### src/rtl/route_reserve_arbiter_pkg.sv
// Shared types and sizing helpers for the output-port route reservation
// arbiter and its round-robin picker.
package route_reserve_arbiter_pkg;

   typedef enum logic [1:0] {
      IDLE = 2'b00,
      HOLD = 2'b01
   } arbState_t;

   function automatic int reqBusWidth(input int ports, input int reqWidth);
      return ports * reqWidth;
   endfunction

   function automatic int selWidth(input int ports);
      return (ports > 1) ? $clog2(ports) : 1;
   endfunction

endpackage

### src/rtl/route_reserve_arbiter_if.sv
// Reservation request / grant / crossbar-select bundle between the
// input-port head buffers and one output-port arbiter.
interface route_reserve_arbiter_if
   import route_reserve_arbiter_pkg::*;
#(
   parameter int PORTS = 4,
   parameter int REQUEST_WIDTH = 2
);
   localparam int SEL_W = selWidth(PORTS);
   localparam int BUS_W = reqBusWidth(PORTS, REQUEST_WIDTH);

   logic [PORTS-1:0] routeReserveRequestValid;
   logic [BUS_W-1:0] routeReserveRequest;
   logic [PORTS-1:0] tailRelease;
   logic [PORTS-1:0] routeReserveStatus;
   logic [SEL_W-1:0] outSelect;
   logic             outSelectValid;
   logic             busy;

   modport master (
      output routeReserveRequestValid, routeReserveRequest, tailRelease,
      input  routeReserveStatus, outSelect, outSelectValid, busy
   );

   modport slave (
      input  routeReserveRequestValid, routeReserveRequest, tailRelease,
      output routeReserveStatus, outSelect, outSelectValid, busy
   );

endinterface

### src/rtl/route_reserve_arbiter_picker.sv
// Combinational round-robin picker: first set bit of match at or above
// ptr, wrapping past PORTS-1 back to 0.
module rr_priority_picker
   import route_reserve_arbiter_pkg::*;
#(
   parameter int PORTS = 4,
   localparam int SEL_W = selWidth(PORTS)
) (
   input  logic [PORTS-1:0] match,
   input  logic [SEL_W-1:0] ptr,
   output logic [SEL_W-1:0] winner,
   output logic             anyValid
);

   logic [SEL_W:0]   sum;
   logic [SEL_W-1:0] idx;

   // Scan farthest-first so the nearest candidate is the last assignment.
   always_comb begin
      winner   = '0;
      anyValid = 1'b0;
      sum      = '0;
      idx      = '0;
      for (int k = PORTS - 1; k >= 0; k--) begin
         sum = {1'b0, ptr} + (SEL_W + 1)'(k);
         if (sum >= (SEL_W + 1)'(PORTS)) begin
            sum = sum - (SEL_W + 1)'(PORTS);
         end
         idx = sum[SEL_W-1:0];
         if (match[idx]) begin
            winner   = idx;
            anyValid = 1'b1;
         end
      end
   end

endmodule

### src/rtl/route_reserve_arbiter.sv
// Per-output route reservation arbiter: round-robin grant, then holds the
// crossbar select until the owner's tail flit passes.
module route_reserve_arbiter
   import route_reserve_arbiter_pkg::*;
#(
   parameter int PORTS = 4,
   parameter int REQUEST_WIDTH = 2,
   parameter int OUT_INDEX = 0
) (
   input  logic clk,
   input  logic rst,
   route_reserve_arbiter_if.slave bus
);

   localparam int SEL_W = selWidth(PORTS);

   arbState_t        state, stateNext;
   logic [SEL_W-1:0] ptr, ptrNext;
   logic [SEL_W-1:0] outSel, outSelNext;
   logic [SEL_W-1:0] winner;
   logic [PORTS-1:0] match;
   logic [PORTS-1:0] status, statusNext;
   logic             selValid, selValidNext;
   logic             anyValid;

   always_comb begin
      match = '0;
      for (int p = 0; p < PORTS; p++) begin
         match[p] = bus.routeReserveRequestValid[p] &&
            (bus.routeReserveRequest[p*REQUEST_WIDTH +: REQUEST_WIDTH]
             == REQUEST_WIDTH'(OUT_INDEX));
      end
   end

   rr_priority_picker #(.PORTS(PORTS)) picker (
      .match    (match),
      .ptr      (ptr),
      .winner   (winner),
      .anyValid (anyValid)
   );

   always_comb begin
      stateNext    = state;
      ptrNext      = ptr;
      outSelNext   = outSel;
      selValidNext = selValid;
      statusNext   = '0;
      unique case (state)
         IDLE: begin
            if (anyValid) begin
               stateNext    = HOLD;
               outSelNext   = winner;
               selValidNext = 1'b1;
               statusNext   = PORTS'(1) << winner;
            end
         end
         HOLD: begin
            if (bus.tailRelease[outSel]) begin
               stateNext    = IDLE;
               outSelNext   = '0;
               selValidNext = 1'b0;
               ptrNext      = (outSel == SEL_W'(PORTS - 1)) ?
                              '0 : outSel + 1'b1;
            end
         end
         default: begin
            stateNext    = IDLE;
            outSelNext   = '0;
            selValidNext = 1'b0;
         end
      endcase
   end

   always_ff @(posedge clk) begin
      if (!rst) begin
         state    <= IDLE;
         ptr      <= '0;
         outSel   <= '0;
         selValid <= 1'b0;
         status   <= '0;
      end else begin
         state    <= stateNext;
         ptr      <= ptrNext;
         outSel   <= outSelNext;
         selValid <= selValidNext;
         status   <= statusNext;
      end
   end

   assign bus.routeReserveStatus = status;
   assign bus.outSelect          = outSel;
   assign bus.outSelectValid     = selValid;
   assign bus.busy               = selValid;

endmodule

### src/flat_wrapper.sv
// flat-port wrapper written by rule: the top's interface ports become plain ports
module route_reserve_arbiter_flat import route_reserve_arbiter_pkg::*;
#(
   parameter int PORTS = 4,
   parameter int REQUEST_WIDTH = 2,
   parameter int OUT_INDEX = 0
)
  (clk, rst, bus_routeReserveRequestValid, bus_routeReserveRequest, bus_tailRelease, bus_routeReserveStatus, bus_outSelect, bus_outSelectValid, bus_busy);
  route_reserve_arbiter_if #(.PORTS(PORTS), .REQUEST_WIDTH(REQUEST_WIDTH)) bus_i ();
  input  logic clk;
  input  logic rst;
  input wire logic [$bits(bus_i.routeReserveRequestValid)-1:0] bus_routeReserveRequestValid;
  input wire logic [$bits(bus_i.routeReserveRequest)-1:0] bus_routeReserveRequest;
  input wire logic [$bits(bus_i.tailRelease)-1:0] bus_tailRelease;
  output wire logic [$bits(bus_i.routeReserveStatus)-1:0] bus_routeReserveStatus;
  output wire logic [$bits(bus_i.outSelect)-1:0] bus_outSelect;
  output wire logic [$bits(bus_i.outSelectValid)-1:0] bus_outSelectValid;
  output wire logic [$bits(bus_i.busy)-1:0] bus_busy;
  assign bus_i.routeReserveRequestValid = bus_routeReserveRequestValid;
  assign bus_i.routeReserveRequest = bus_routeReserveRequest;
  assign bus_i.tailRelease = bus_tailRelease;
  assign bus_routeReserveStatus = bus_i.routeReserveStatus;
  assign bus_outSelect = bus_i.outSelect;
  assign bus_outSelectValid = bus_i.outSelectValid;
  assign bus_busy = bus_i.busy;
  route_reserve_arbiter #(.PORTS(PORTS), .REQUEST_WIDTH(REQUEST_WIDTH), .OUT_INDEX(OUT_INDEX)) u_core (.clk(clk), .rst(rst), .bus(bus_i));
endmodule
### config.mk
export PLATFORM = sky130hd
export DESIGN_NAME = route_reserve_arbiter_flat
export DESIGN_NICKNAME = d
export VERILOG_FILES = /design/src/rtl/route_reserve_arbiter_pkg.sv /design/src/rtl/route_reserve_arbiter_if.sv /design/src/rtl/route_reserve_arbiter_picker.sv /design/src/rtl/route_reserve_arbiter.sv /design/src/flat_wrapper.sv
export SDC_FILE = /design/constraint.sdc
export NUM_CORES = 1
export LEC_CHECK = 0
export ABC_AREA = 0
export CORE_AREA = 2 2 39 41
export DETAILED_ROUTE_END_ITERATION = 10
export DIE_AREA = 0 0 41 43
export GPL_TIMING_DRIVEN = 1
export PLACE_DENSITY = 0.84
export SYNTH_ARGS = -nofsm -noshare
export SYNTH_HDL_FRONTEND = slang
export SYNTH_HIERARCHICAL = 1
export SYNTH_SLANG_ARGS = --single-unit
### constraint.sdc
create_clock -name clk -period 1.9 [get_ports clk]
set_input_delay 0.19 -clock clk [delete_from_list [all_inputs] [get_ports clk]]
set_output_delay 0.19 -clock clk [all_outputs]
set_load 0.05 [all_outputs]
==> key figures <==
Run status
  – Outcome: finished clean

Flow run
  – Max-Cap Viols: 0

STA
  – Final hold violations: 0
  – Tmin final: 1.81 ns
  – Setup Skew: 0.000220 ns
  – Peak Freq: 552 MHz
  – Final Cycle Share: 0.954
  – Final setup fails: 0
  – RSZ-0062 raised after global routing: no
  – Pins Over Slew Limit: 0
  – Relative slew slack: 0.661
  – Setup TNS: 0 ns
  – Slew @ Worst Pin: 0.508 ns
  – Worst setup margin: 0.0871 ns

Clock tree
  – Clk buf depth: 2
  – Cts bufs inserted: 3
  – Clock latency at the later pin of the worst-skew pair: approximately 0.26 ns
  – H-tree level count: 1
  – CTS tree: done
  – Root Buffer: clkbuf_4
  – Clock slew at reported path FFs: around 0.06 ns
  – CTS sink count: 9
  – Hold buffer count at cts: 0
  – Setup Buffers After CTS: 0

Synth
  – Syn Inst Count: 59
  – Cell Area, Synth: ~500 µm²
  – Syn Area/Cell: ~8.5 µm²
  – Yosys cell types: 20
  – #FFs+latches synth: 9
  – Synthesized Nets: 78
  – Sequential element share of the synthesized area: 0.358
  – Synthesis Warnings: 6

Global route
  – Antenna violations before repair: 0
  – Total global-route track usage: 0.157
  – Met1 Use GR: 0.190
  – Met2 Resource Use GR: 0.228
  – First-pass GRT wire length: roughly 1.9 mm
  – Vias in the first global route: about 460
  – Met3 GRT Util: 0.0942
  – Pin count of the biggest net entering global routing: 11
  – Total gr overflow: 0
  – GRT busiest layer: met2

Floorplanning
  – Die height: between 40 and 50 µm
  – Starting density of the core: 0.363
  – Chip Width: between 40 and 50 µm
  – Die ar.: between 1500 and 2000 µm²
  – IO Pins: 26
  – Core ar.: 1380 µm²
  – FP Rows: 14

Setup path
  – Buf/Inv on CP: 1
  – CP peak stage delay: ~0.87 ns
  – Crit start category: flop
  – Cell count along the critical path: 1
  – Slowest library cell on the worst path: clkdlybuf4s50_1
  – Critical Path RT: between 1.5 and 2 ns
  – FF-to-FF path depth: 5
  – Crit-path max FO: 10
  – Worst R2R Start: u_core/ptr[1]
  – Flop-to-flop setup slack: approximately 0.64 ns
  – WS Path Type: reg -> out
  – RR Endpoint: u_core/bus.outSelect[0]
  – Crit path cell chain: clkdlybuf4s50_1
  – Crit end category: primary output
  – CP delay by family, top: buffers and inverters
  – Worst path arrival time: between 1.5 and 2 ns

Power
  – Switch Pwr: around 0.15 mW
  – Tot Pwr: 0.499 mW
  – VDD IR-drop max: about 0.39 mV
  – Combinational share of power: 0.284
  – PwrDens: around 630 nW/µm²
  – Clock share of power: 0.294
  – Register share of total power: 0.423
  – Cell Int Power: 0.352 mW
  – Sw Share: 0.295
  – LEAKAGE: 0.312 nW

Worst hold path
  – WHS Endpoint: u_core/ptr[0]
  – Hold/Removal Path Class: reg -> reg
  – Hold path cells: 2
  – Worst hold start: u_core/ptr[0]

Route
  – Initial DRC count: 3
  – WL final: 1.08 mm
  – Via count: 505
  – Via density per instance: around 4.9
  – Detail Route Antenna Nets: 0
  – Routed WL per cell: between 10 and 15 µm
  – Drt drc: 0
  – 1st-pass router iterations: 4

Layout
  – Multi-input gate area: 310 µm²
  – P&R area growth vs syn: 58.5%
  – N_diodes: 0
  – Share of layout cells above drive strength 1: 0.0920
  – FF/Latch Area: roughly 180 µm²
  – Nets: between 100 and 150
  – Fillers: ~130

Placed design
  – Post-DP HPWL: 881 µm
  – Placer Congestion: roughly 0.70
  – IO buf count: 25
  – Post-Place Worst Slack: ~0.09 ns
synth_stat cells:
cell      n  area [µm²]
a211oi_1  1        7.51
a211oi_2  1        12.5
a21oi_1   3        15.0
and3_2    1        7.51
and3b_2   1        10.0
buf_2     1        5.00
buf_4     1        7.51
dfxtp_1   9         180
ha_1      1        12.5
mux2i_1   6        60.1
nand2_1   9        33.8
nand2b_1  6        37.5
nand3b_1  1        7.51
nor2_1    7        26.3
nor3_1    2        10.0
nor3b_1   5        37.5
o21a_1    1        7.51
o22a_2    1        10.0
o22ai_1   1        6.26
or3b_1    1        8.76
final cells by class:
type,count,area share
timing repair buffer,26,0.327
sequential,9,0.226
clock buffer,4,0.0330
tap,16,0.0251
multi-input combinational,48,0.389
per-layer routing:
metal / vias up / part of all wire
li1: 262 / -
met1: 229 / 0.44
met2: 14 / 0.48
met3: 0 / 0.072
met4: 0 / 0
met5: - / 0
metrics by stage:
step,instances,utilization,cell area (µm²),hold slack [ns]
2_1_floorplan,59,-,503,0.472
3_3_place_gp,99,0.555,768,0.495
5_1_grt,103,0.576,797,0.564
6_report,103,0.576,797,0.518
4_1_cts,103,0.574,795,0.521
3_5_place_dp,99,0.555,768,0.512
cell families after synthesis:
| group | after synthesis | synth area share |
|---|---|---|
| compound gates | 8 | 0.117 |
| fa+ha+maj | 1 | 0.0249 |
| buf+inv | 2 | 0.0249 |
| flops | 9 | 0.358 |
| mux | 6 | 0.119 |
| simple gates | 33 | 0.356 |
power groups by stage:
stage	clock, mW	sequential, mW	combinational (mW)
global placement	0	0.214	0.140
floorplan	0	0.236	0.0618
global route	0.168	0.213	0.154
finish	0.146	0.211	0.142
CTS	0.154	0.211	0.142
detailed placement	0	0.215	0.142
registers in the layout, summed over array words and instances, names as in the netlist:
name and cells:
u_core/ptr 2, u_core/bus.outSelect 2, u_core/bus.busy 1, u_core/bus.routeReserveStatus 4
how the worst max path moves through the flow:
stage,from,endpoint,slack [ns]
after floorplan,u_core/bus.outSelect[1],u_core/bus.busy,0.47
after global placement,bus_routeReserveRequestValid[1],u_core/bus.outSelect[1],0.12
after detailed placement,bus_routeReserveRequestValid[1],u_core/bus.outSelect[1],0.09
after CTS,u_core/bus.busy,bus_busy,0.06
after global routing,u_core/bus.busy,bus_outSelectValid,0.005
final,u_core/bus.busy,bus_outSelectValid,0.09
cells in the final DEF, fill, tap and decap left out, drive strengths merged, types with 2 or more instances in the layout:
cell type	n
clkdlybuf4s50	24
nand2	9
dfxtp	9
nor2	7
mux2i	6
nand2b	6
nor3b	5
clkbuf	4
a21oi	3
nor3	2
a211oi	2
repair_timing:
item / CTS / global route
setup endpoints to repair: 0 / 1
endpoints found under the hold margin: 0 / 0
gates resized for setup: 0 / 1
No activity file was read; power rests on OpenSTA's default activity.
